[config.mk]
export PLATFORM = sky130hd
export DESIGN_NAME = norm_shift_pipe
export DESIGN_NICKNAME = d
export VERILOG_FILES = /design/src/rtl/norm_shift_pipe.sv
export SDC_FILE = /design/constraint.sdc
export NUM_CORES = 1
export LEC_CHECK = 0
export ABC_AREA = 1
export BUFFER_PORTS_ARGS = -buffer_cell sky130_fd_sc_hd__buf_2
export CELL_PAD_IN_SITES_DETAIL_PLACEMENT = 1
export CELL_PAD_IN_SITES_GLOBAL_PLACEMENT = 1
export CORE_UTILIZATION = 41
export DETAILED_ROUTE_END_ITERATION = 10
export MAX_ROUTING_LAYER = met4
export PLACE_DENSITY = 0.87
export SYNTH_ARGS = -nofsm -noshare
export SYNTH_HDL_FRONTEND = slang
export SYNTH_SLANG_ARGS = --single-unit
[constraint.sdc]
create_clock -name clk -period 6.35 [get_ports clk]
set_clock_uncertainty 0.1 [all_clocks]
set_input_delay 0.3175 -clock clk [delete_from_list [all_inputs] [get_ports clk]]
set_output_delay 0.3175 -clock clk [all_outputs]
set_load 0.02 [all_outputs]
[src/rtl/norm_shift_pipe.sv]
// Post-normalization stage: left-shifts the raw significand by the leading-zero count
// (or clamped to the format's minimum exponent for tiny results). Two-stage valid/ready pipe.
module norm_shift_pipe #(
  parameter logic signed [12:0] EMIN_D = -13'sd1022,
  parameter logic signed [12:0] EMIN_S = -13'sd126
) (
  input  logic        clk,
  input  logic        rst,
  input  logic        in_valid,
  output logic        in_ready,
  input  logic [56:0] fr,
  input  logic [12:0] er,
  input  logic        db,
  input  logic        tiny,
  input  logic        ovf1,
  input  logic [5:0]  lz,
  output logic        out_valid,
  input  logic        out_ready,
  output logic [56:0] fn,
  output logic [12:0] en,
  output logic        db_o,
  output logic        tiny_o,
  output logic        ovf1_o,
  output logic        zero_o
);

  logic        s1_v_q, s1_v_d;
  logic [56:0] fr1_q, fr1_d;
  logic [5:0]  sh1_q, sh1_d;
  logic [12:0] en1_q, en1_d;
  logic        db1_q, db1_d;
  logic        tiny1_q, tiny1_d;
  logic        ovf1_1_q, ovf1_1_d;
  logic        zero1_q, zero1_d;

  logic        s2_v_q, s2_v_d;
  logic [56:0] fn_q, fn_d;
  logic [12:0] en_q, en_d;
  logic        db2_q, db2_d;
  logic        tiny2_q, tiny2_d;
  logic        ovf1_2_q, ovf1_2_d;
  logic        zero2_q, zero2_d;

  logic               s2_adv;
  logic               accept;
  logic               s1_move;
  logic signed [12:0] emin;
  logic               zero_c;
  logic [5:0]         sh_c;
  logic [12:0]        en_c;

  always_comb begin
    s2_adv   = ~s2_v_q | out_ready;
    in_ready = ~s1_v_q | s2_adv;
    accept   = in_valid & in_ready;
    s1_move  = s1_v_q & s2_adv;
  end

  // Shift amount and exponent; only the low 6 bits of er - emin are needed since it is < lz.
  always_comb begin
    emin   = db ? EMIN_D : EMIN_S;
    zero_c = (lz == 6'd57);
    sh_c   = 6'd0;
    en_c   = er;
    if (zero_c) begin
      sh_c = 6'd0;
      en_c = er;
    end else if (!tiny) begin
      sh_c = lz;
      en_c = er - {7'd0, lz};
    end else if ($signed(er) >= emin) begin
      sh_c = er[5:0] - emin[5:0];
      en_c = emin;
    end
  end

  always_comb begin
    s1_v_d   = s1_v_q;
    fr1_d    = fr1_q;
    sh1_d    = sh1_q;
    en1_d    = en1_q;
    db1_d    = db1_q;
    tiny1_d  = tiny1_q;
    ovf1_1_d = ovf1_1_q;
    zero1_d  = zero1_q;
    if (in_ready) begin
      s1_v_d = in_valid;
    end
    if (accept) begin
      fr1_d    = fr;
      sh1_d    = sh_c;
      en1_d    = en_c;
      db1_d    = db;
      tiny1_d  = tiny;
      ovf1_1_d = ovf1;
      zero1_d  = zero_c;
    end
  end

  always_comb begin
    s2_v_d   = s2_v_q;
    fn_d     = fn_q;
    en_d     = en_q;
    db2_d    = db2_q;
    tiny2_d  = tiny2_q;
    ovf1_2_d = ovf1_2_q;
    zero2_d  = zero2_q;
    if (s2_adv) begin
      s2_v_d = s1_v_q;
    end
    if (s1_move) begin
      fn_d     = fr1_q << sh1_q;
      en_d     = en1_q;
      db2_d    = db1_q;
      tiny2_d  = tiny1_q;
      ovf1_2_d = ovf1_1_q;
      zero2_d  = zero1_q;
    end
  end

  always_ff @(posedge clk or posedge rst) begin
    if (rst) begin
      s1_v_q   <= 1'b0;
      fr1_q    <= '0;
      sh1_q    <= '0;
      en1_q    <= '0;
      db1_q    <= 1'b0;
      tiny1_q  <= 1'b0;
      ovf1_1_q <= 1'b0;
      zero1_q  <= 1'b0;
      s2_v_q   <= 1'b0;
      fn_q     <= '0;
      en_q     <= '0;
      db2_q    <= 1'b0;
      tiny2_q  <= 1'b0;
      ovf1_2_q <= 1'b0;
      zero2_q  <= 1'b0;
    end else begin
      s1_v_q   <= s1_v_d;
      fr1_q    <= fr1_d;
      sh1_q    <= sh1_d;
      en1_q    <= en1_d;
      db1_q    <= db1_d;
      tiny1_q  <= tiny1_d;
      ovf1_1_q <= ovf1_1_d;
      zero1_q  <= zero1_d;
      s2_v_q   <= s2_v_d;
      fn_q     <= fn_d;
      en_q     <= en_d;
      db2_q    <= db2_d;
      tiny2_q  <= tiny2_d;
      ovf1_2_q <= ovf1_2_d;
      zero2_q  <= zero2_d;
    end
  end

  always_comb begin
    out_valid = s2_v_q;
    fn        = fn_q;
    en        = en_q;
    db_o      = db2_q;
    tiny_o    = tiny2_q;
    ovf1_o    = ovf1_2_q;
    zero_o    = zero2_q;
  end

endmodule

==> key figures, run 1 <==
Run status
  – Status: complete, no violations

Synthesis
  – Synthesized net count: 1594
  – Cell Area, Synth: between 10000 and 15000 µm²
  – Synth cell types: 39
  – Count leader, synth: nand2_1
  – Mapped Avg Cell Area: roughly 6.7 µm²
  – Number of synthesized flops with an enable pin: 0
  – Ranking of synthesized cells by area: dfrtp_1, nand2_1, nand3_1
  – Post-synth top area cell: dfrtp_1
  – Yosys synthesis warning count: 0
  – Synth Register Bits: around 160
  – Cells after Synth: 1500
  – Top_reg_cell synth: dfrtp_1
  – Post-synth top area share: roughly 39%
  – Ys async rst share: 100%
  – Commonest cells in the netlist: nand2_1, nand3_1, dfrtp_1
  – Seq/Total Area, Yosys: 38.8%

Flow run
  – Max-capacitance violation count: 0

Worst hold path
  – Hold WC Path Type: in2reg
  – Hold path startpoint: fr[47]

Worst setup path
  – Max stage delay on crit path: roughly 0.64 ns
  – CP most frequent cell: nand2_1
  – Worst Setup SP: sh1_q[0]$_DFFE_PP0P_
  – Worst Setup Path Type: reg2reg
  – Crit path cell chain: buf_4 > inv_2 > o21ai_0 > nand2_1 > nand3_1 > nand2_1 > nand2_1 > nand3_1 > nand2_1 > nand3_1
  – Startpoint types: flop
  – CP required: ~6.6 ns
  – Crit Path Max Fanout: just over 80
  – R2r startpoint: sh1_q[0]$_DFFE_PP0P_
  – CP max stage cell: buf_4
  – WP data arrival: 3.34 ns
  – Crit end category: flop

STA
  – Crit path time final: 3.12 ns
  – Final setup TNS: 0 ns
  – # setup viols final: 0
  – Min Hold Slack: around 0.0037 ns
  – Final Cycle Share: 49.1%
  – RSZ-0062 raised after global routing: no
  – Final WS setup: 3.23 ns
  – Max-slew headroom: between 20% and 30%
  – Actual transition at the worst max-transition pin: between 1 and 1.5 ns
  – Fmax: roughly 320 MHz
  – Final Slew Violations: 0
  – Hold Vio Cnt, Final: 0

Pwr
  – Total power divided by cell area: around 370 nW/µm²
  – VDD IR max: roughly 150 µV
  – Sw frac: 45.4%
  – Leak: 6.21 nW
  – Total power: ~4.4 mW
  – P_sw: between 1.5 and 2 mW
  – Sequential share of power: about a third
  – P_int: about 2.4 mW
  – Clock Power Share: roughly a quarter
  – Combinational power share: 43.3%

Route
  – Drt first pass iters: 5
  – Vias: 11200
  – First DRT Iteration DRCs: 986
  – DR DRC count: 0
  – Vias per cell: 5.67
  – WL final: between 30000 and 40000 µm
  – Antenna Nets Post-Route: 0
  – WL per Instance: 19.4 µm

Floorplan
  – Die Wd: about 160 µm
  – Rows: 56
  – Effective utilization at floorplan: 42.3%
  – I/O pin count: roughly 160
  – Die ar.: approximately 25000 µm²
  – Core area: 23800 µm²
  – Die Ht: 159 µm

Finish
  – Final instance area: 11900 µm²
  – Antenna cells: 0
  – Nets: approximately 1700
  – Fill cell count: 3178
  – Layout cells sized above 1: 13.7%
  – Syn-to-layout area delta: 18.6%

Placed design
  – Gpl congestion: 0.972
  – Post-Place Cell Area: around 11000 µm²
  – Dpl hpwl: 26200 µm
  – Worst slack, placed: 3.34 ns
  – Port buffer count: about 160

Clocking
  – Clock Pin Slew Worst Setup and Hold Paths: approximately 0.070 ns
  – CTS H-tree depth: 4
  – Root Buffer: clkbuf_16
  – Worst-Skew Late Latency: 0.44 ns
  – Maximum clock insertion buffer count: 2
  – TritonCTS buffer count: 17
  – # clock sinks: 156
  – Buffer count from post-CTS setup fixing: 0
  – CTS tree: yes

Global route
  – First-pass GRT wire length: roughly 60000 µm
  – Largest net degree at the start of global routing: 88
  – Gr ovfl total: 0
  – Number of global-route vias before repair: between 10000 and 15000
  – Antenna violations before repair: 0
  – GRT Util Overall: approximately 33%
power groups by stage:
stage | Combinational [mW] | Sequential, mW | Clock (mW)
floorplan | 1.02 | 1.64 | 0
global placement | 1.79 | 1.47 | 0
detailed placement | 1.84 | 1.47 | 0
CTS | 1.88 | 1.46 | 1.02
global route | 2.09 | 1.49 | 1.06
finish | 1.90 | 1.46 | 1.02
per-layer routing:
layer	wire length, µm	vias to the layer above	part of all wire [%]	global-route usage (%)
met5	0	-	0	-
met4	1410	0	3.7	13.2
met3	1970	77	5.1	4.25
met2	18600	370	48	53.8
met1	16400	5496	43	40.4
li1	-	5246	-	-
worst max-delay path: cells and delay by family (launching register included):
family          cells  cell delay (ns)
simple gates        7             0.84
compound gates      1             0.48
flops               1             0.34
buf+inv             2             1.20
state kept, by name, indices dropped and copies added, names as in the netlist:
signal,count
en,13
en1_q,13
zero1_q,1
fr1_q,57
out_valid,1
fn,57
sh1_q,6
tiny1_q,1
s1_v_q,1
ovf1_1_q,1
tiny_o,1
ovf1_o,1
db_o,1
db1_q,1
zero_o,1
logic make-up after synthesis:
family / after synthesis / synth area share (%)
flops: 156 / 38.8
fa+ha+maj: 11 / 1.44
simple gates: 1017 / 43.2
xor+xnor: 4 / 0.349
buf+inv: 152 / 6.89
compound gates: 160 / 9.31
cell usage in the layout, fill, tap and decap left out, types with 2 or more instances in the layout:
cell	n
xor2_1	2
clkinv_4	2
nand2_2	5
nand2_1	606
ha_1	10
inv_2	8
o21ai_1	25
o211ai_1	21
clkbuf_1	3
xnor2_1	2
buf_2	158
a22oi_1	4
inv_6	2
o21bai_1	4
a21oi_1	42
clkinvlp_4	2
bufinv_16	2
or2_1	3
nand3_1	327
o31ai_1	2
inv_1	48
a22o_1	7
clkinv_2	4
buf_4	12
dfrtp_1	155
nor2_2	3
nor2_1	48
dlygate4sd3_1	50
nand4_1	12
o21ai_0	49
nor3_1	6
o211ai_2	3
clkbuf_16	17
per-stage QoR:
| step | cells | util, % |
|---|---|---|
| 5_1_grt | 1975 | 50.2 |
| 3_3_place_gp | 1894 | 45.7 |
| 4_1_cts | 1975 | 50.2 |
| 3_5_place_dp | 1894 | 45.7 |
| 2_1_floorplan | 1500 | - |
| 6_report | 1975 | 50.2 |
area by class of cell:
class	instances	area (µm²)	share of cell area, %
Sequential cell	156	3910	32.8
Inverter	57	219	1.84
Multi-Input combinational cell	1192	5460	45.8
Timing Repair Buffer	220	1380	11.6
Clock buffer	20	437	3.66
Tap cell	319	399	3.35
Clock inverter	11	121	1.02
repair_timing:
action | 4_1_cts | 5_1_grt
gates resized for setup | 0 | 0
endpoints found under the hold margin | 109 | 0
hold buffers | 50 | 0
path summary, 6_finish.rpt:
path                       slack [ns]                     to  cells past startpoint
setup / recovery                 3.23     fn[52]$_DFFE_PP0P_                     10
hold / removal                  0.004  fr1_q[47]$_DFFE_PP0P_                      3
setup reg to reg                 3.23     fn[52]$_DFFE_PP0P_                     10
hold reg to reg                  0.37     fn[23]$_DFFE_PP0P_                      2
max in group asynchronous        4.17   sh1_q[0]$_DFFE_PP0P_                      4
min in group asynchronous        0.49  fr1_q[43]$_DFFE_PP0P_                      3
Power figures use the tool's default switching activity.
==> run 2: changes to the inputs <==
==> constraint.sdc (replaced) <==
create_clock -name clk -period 3.2 [get_ports clk]
set_clock_uncertainty 0.1 [all_clocks]
set_input_delay 0.16 -clock clk [delete_from_list [all_inputs] [get_ports clk]]
set_output_delay 0.16 -clock clk [all_outputs]
set_load 0.02 [all_outputs]
==> run 2 against run 1 <==
  * Design area up 2.8%
  * Setup slack worse by 2.3 ns
  * Register-to-register slack worse by 2.3 ns
  * Total power up 100%
  * Routed wire length up 4.1%
  * Highest routed layer unchanged
  * Sequential power up 99%
  * Global-route usage up 1.3 points
  * Largest cell class unchanged
  * Sequential share of layout area down 0.90 points
  * Via count up 1.3%
  * Die area unchanged
==> key figures, run 2 (same netlist as run 1, synthesis figures left out) <==
Global route
  – First-pass GRT wire length: 63100 µm (was 61100 µm)
  – GRT Util Overall: 33.9% (was 32.6%)
  – GRT Max-Usage Layer: met2 (unchanged)
  – Met1 Track Usage GR: 41.6% (was 40.4%)
  – Number of global-route vias before repair: 11600 (was 11400)
  – Gr ovfl total: 0 (unchanged)
  – Routing usage on met3: 4.30% (was 4.25%)
  – Met2 global-route usage: 55.2% (was 53.8%)
  – Antenna violations before repair: 1 (was 0)
  – Largest net degree at the start of global routing: 90 (was 88)

STA
  – Final Cycle Share: 70.4% (was 49.1%)
  – RSZ-0062 raised after global routing: no (unchanged)
  – Final setup TNS: 0 ns (unchanged)
  – Final Slew Violations: 0 (unchanged)
  – Actual transition at the worst max-transition pin: 0.684 ns (was 1.11 ns)
  – Max-slew headroom: 54.4% (was 26.1%)
  – Hold Vio Cnt, Final: 0 (unchanged)
  – # setup viols final: 0 (unchanged)
  – Fmax: 444 MHz (was 320 MHz)
  – Crit path time final: 2.25 ns (was 3.12 ns)

Route
  – WL final: 39900 µm (was 38400 µm)
  – First DRT Iteration DRCs: 965 (was 986)
  – Drt first pass iters: 4 (was 5)
  – WL per Instance: 19.9 µm (was 19.4 µm)
  – Vias: 11300 (was 11200)
  – Antenna Nets Post-Route: 0 (unchanged)
  – DR DRC count: 0 (unchanged)
  – Vias per cell: 5.66 (was 5.67)

Pwr
  – Total power divided by cell area: 730 nW/µm² (was 368 nW/µm²)
  – Leak: 6.36 nW (was 6.21 nW)
  – Combinational power share: 43.2% (was 43.3%)
  – P_int: 4.91 mW (was 2.39 mW)
  – VDD IR max: 415 µV (was 150 µV)
  – Clock Power Share: 24.3% (was 23.3%)
  – Sw frac: 45.1% (was 45.4%)
  – P_sw: 4.03 mW (was 1.99 mW)
  – Sequential share of power: 32.5% (was 33.4%)

Floorplan
  – Core area: 23800 µm² (unchanged)
  – Rows: 56 (unchanged)
  – Die Wd: 159 µm (unchanged)
  – Effective utilization at floorplan: 42.3% (unchanged)
  – Die ar.: 25100 µm² (unchanged)
  – I/O pin count: 159 (unchanged)
  – Die Ht: 159 µm (unchanged)

Clocking
  – # clock sinks: 156 (unchanged)
  – Maximum clock insertion buffer count: 2 (unchanged)
  – Root Buffer: clkbuf_16 (unchanged)
  – Clock Pin Slew Worst Setup and Hold Paths: 0.07 ns (about the same)
  – CTS tree: yes (unchanged)
  – Cts repair resizes: 0 (unchanged)
  – Worst-Skew Late Latency: 0.44 ns (about the same)
  – CTS H-tree depth: 4 (unchanged)
  – Hold_buf cts: 67 (was 50)
  – Buffer count from post-CTS setup fixing: 0 (unchanged)
  – TritonCTS buffer count: 17 (unchanged)

Worst setup path
  – Crit end category: flop (unchanged)
  – Crit Path Max Fanout: 57 (was 83)
  – CP required: 3.41 ns (was 6.57 ns)
  – WP data arrival: 2.47 ns (was 3.34 ns)
  – Worst Setup SP: sh1_q[1]$_DFFE_PP0P_ (was sh1_q[0]$_DFFE_PP0P_)
  – R2r startpoint: sh1_q[1]$_DFFE_PP0P_ (was sh1_q[0]$_DFFE_PP0P_)
  – Startpoint types: flop (unchanged)
  – Worst Setup Path Type: reg2reg (unchanged)

Finish
  – Fill cell count: 3145 (was 3178)
  – Nets: 1762 (was 1738)
  – Commonest non-fill, non-tap cell in the layout: nand2_1 (unchanged)
  – Syn-to-layout area delta: 22.0% (was 18.6%)
  – Most frequent cells in the layout: nand2_1, nand3_1, buf_2 (unchanged)
  – Layout cells sized above 1: 14.0% (was 13.7%)
  – Finished Layout Cells: 2001 (was 1975)
  – Final instance area: 12300 µm² (was 11900 µm²)

Placed design
  – Dpl cells: 1901 (was 1894)
  – Dpl hpwl: 27300 µm (was 26200 µm)
  – Port buffer count: 158 (unchanged)
  – Gpl congestion: 0.947 (was 0.972)
  – Post-Place Cell Area: 11000 µm² (was 10900 µm²)

Worst hold path
  – Hold WC Path Type: in2reg (unchanged)
  – Hold path startpoint: db (was fr[47])

Run status
  – Status: complete, no violations (unchanged)

Flow run
  – Max-capacitance violation count: 0 (unchanged)
## run 2: changes by cell type in the layout (fill, tap and decap cells not counted), moves of 2 or more
cell / before / now
buf_12: 0 / 5
buf_4: 12 / 14
clkinv_2: 4 / 2
dlygate4sd3_1: 50 / 67
## run 2: power by group through the flow
stage               registers [mW]  logic (mW)  clock network [mW]
floorplan                     3.26        2.02                   0
global placement              2.90        3.62                   0
detailed placement            2.92        3.72                   0
CTS                           2.90        3.82                2.19
global route                  2.96        4.24                2.26
finish                        2.91        3.87                2.17
## run 2: layout make-up
class / count / area, µm² / share of cell area [%]
multi-input combinational: 1192 / 5460 / 44.5
sequential: 156 / 3910 / 31.9
timing repair buffer: 244 / 1670 / 13.6
clock buffer: 20 / 447 / 3.64
tap: 319 / 399 / 3.26
inverter: 57 / 218 / 1.78
clock inverter: 12 / 163 / 1.33
antenna: 1 / 2.50 / 0.0204
## run 2: worst max-delay path: stages, from the launching register on
cell and delay (ns):
dfrtp_1 0.37, buf_4 0.52, nand3_1 0.20, nand3_1 0.16, nand2_1 0.15, o21ai_1 0.24
nand2_1 0.13, nand3_1 0.12, nand3_1 0.09
## run 2: final timing paths
kind / to / cells past startpoint / slack [ns]
max: fn[54]$_DFFE_PP0P_ / 8 / 0.95
min: db1_q$_DFFE_PP0P_ / 3 / 0.01
max reg2reg: fn[54]$_DFFE_PP0P_ / 8 / 0.95
min reg2reg: en[11]$_DFFE_PP0P_ / 2 / 0.38
max in group asynchronous: fr1_q[7]$_DFFE_PP0P_ / 4 / 1.78
min in group asynchronous: fn[38]$_DFFE_PP0P_ / 3 / 0.19
## run 2: through the flow
| stage | utilization [%] | worst slack (ns) | power [mW] | hold slack, ns |
|---|---|---|---|---|
| 6_report | 51.6 | 0.949 | 8.95 | 0.0100 |
| 5_1_grt | 51.6 | 0.764 | 9.46 | 0.0392 |
| 4_1_cts | 51.6 | 0.957 | 8.90 | 0.00663 |
| 3_5_place_dp | 46.2 | 0.968 | 6.63 | 0.103 |
| 3_3_place_gp | 46.2 | 1.07 | 6.52 | 0.0944 |
| 2_1_floorplan | - | 0.967 | 5.28 | 0.170 |
## run 2: per-layer routing
metal  routed length (µm)  part of all wire, %
met5                    0                    0
met2                19400                   49
met4                 1860                  4.7
met3                 1860                  4.7
met1                16800                   42
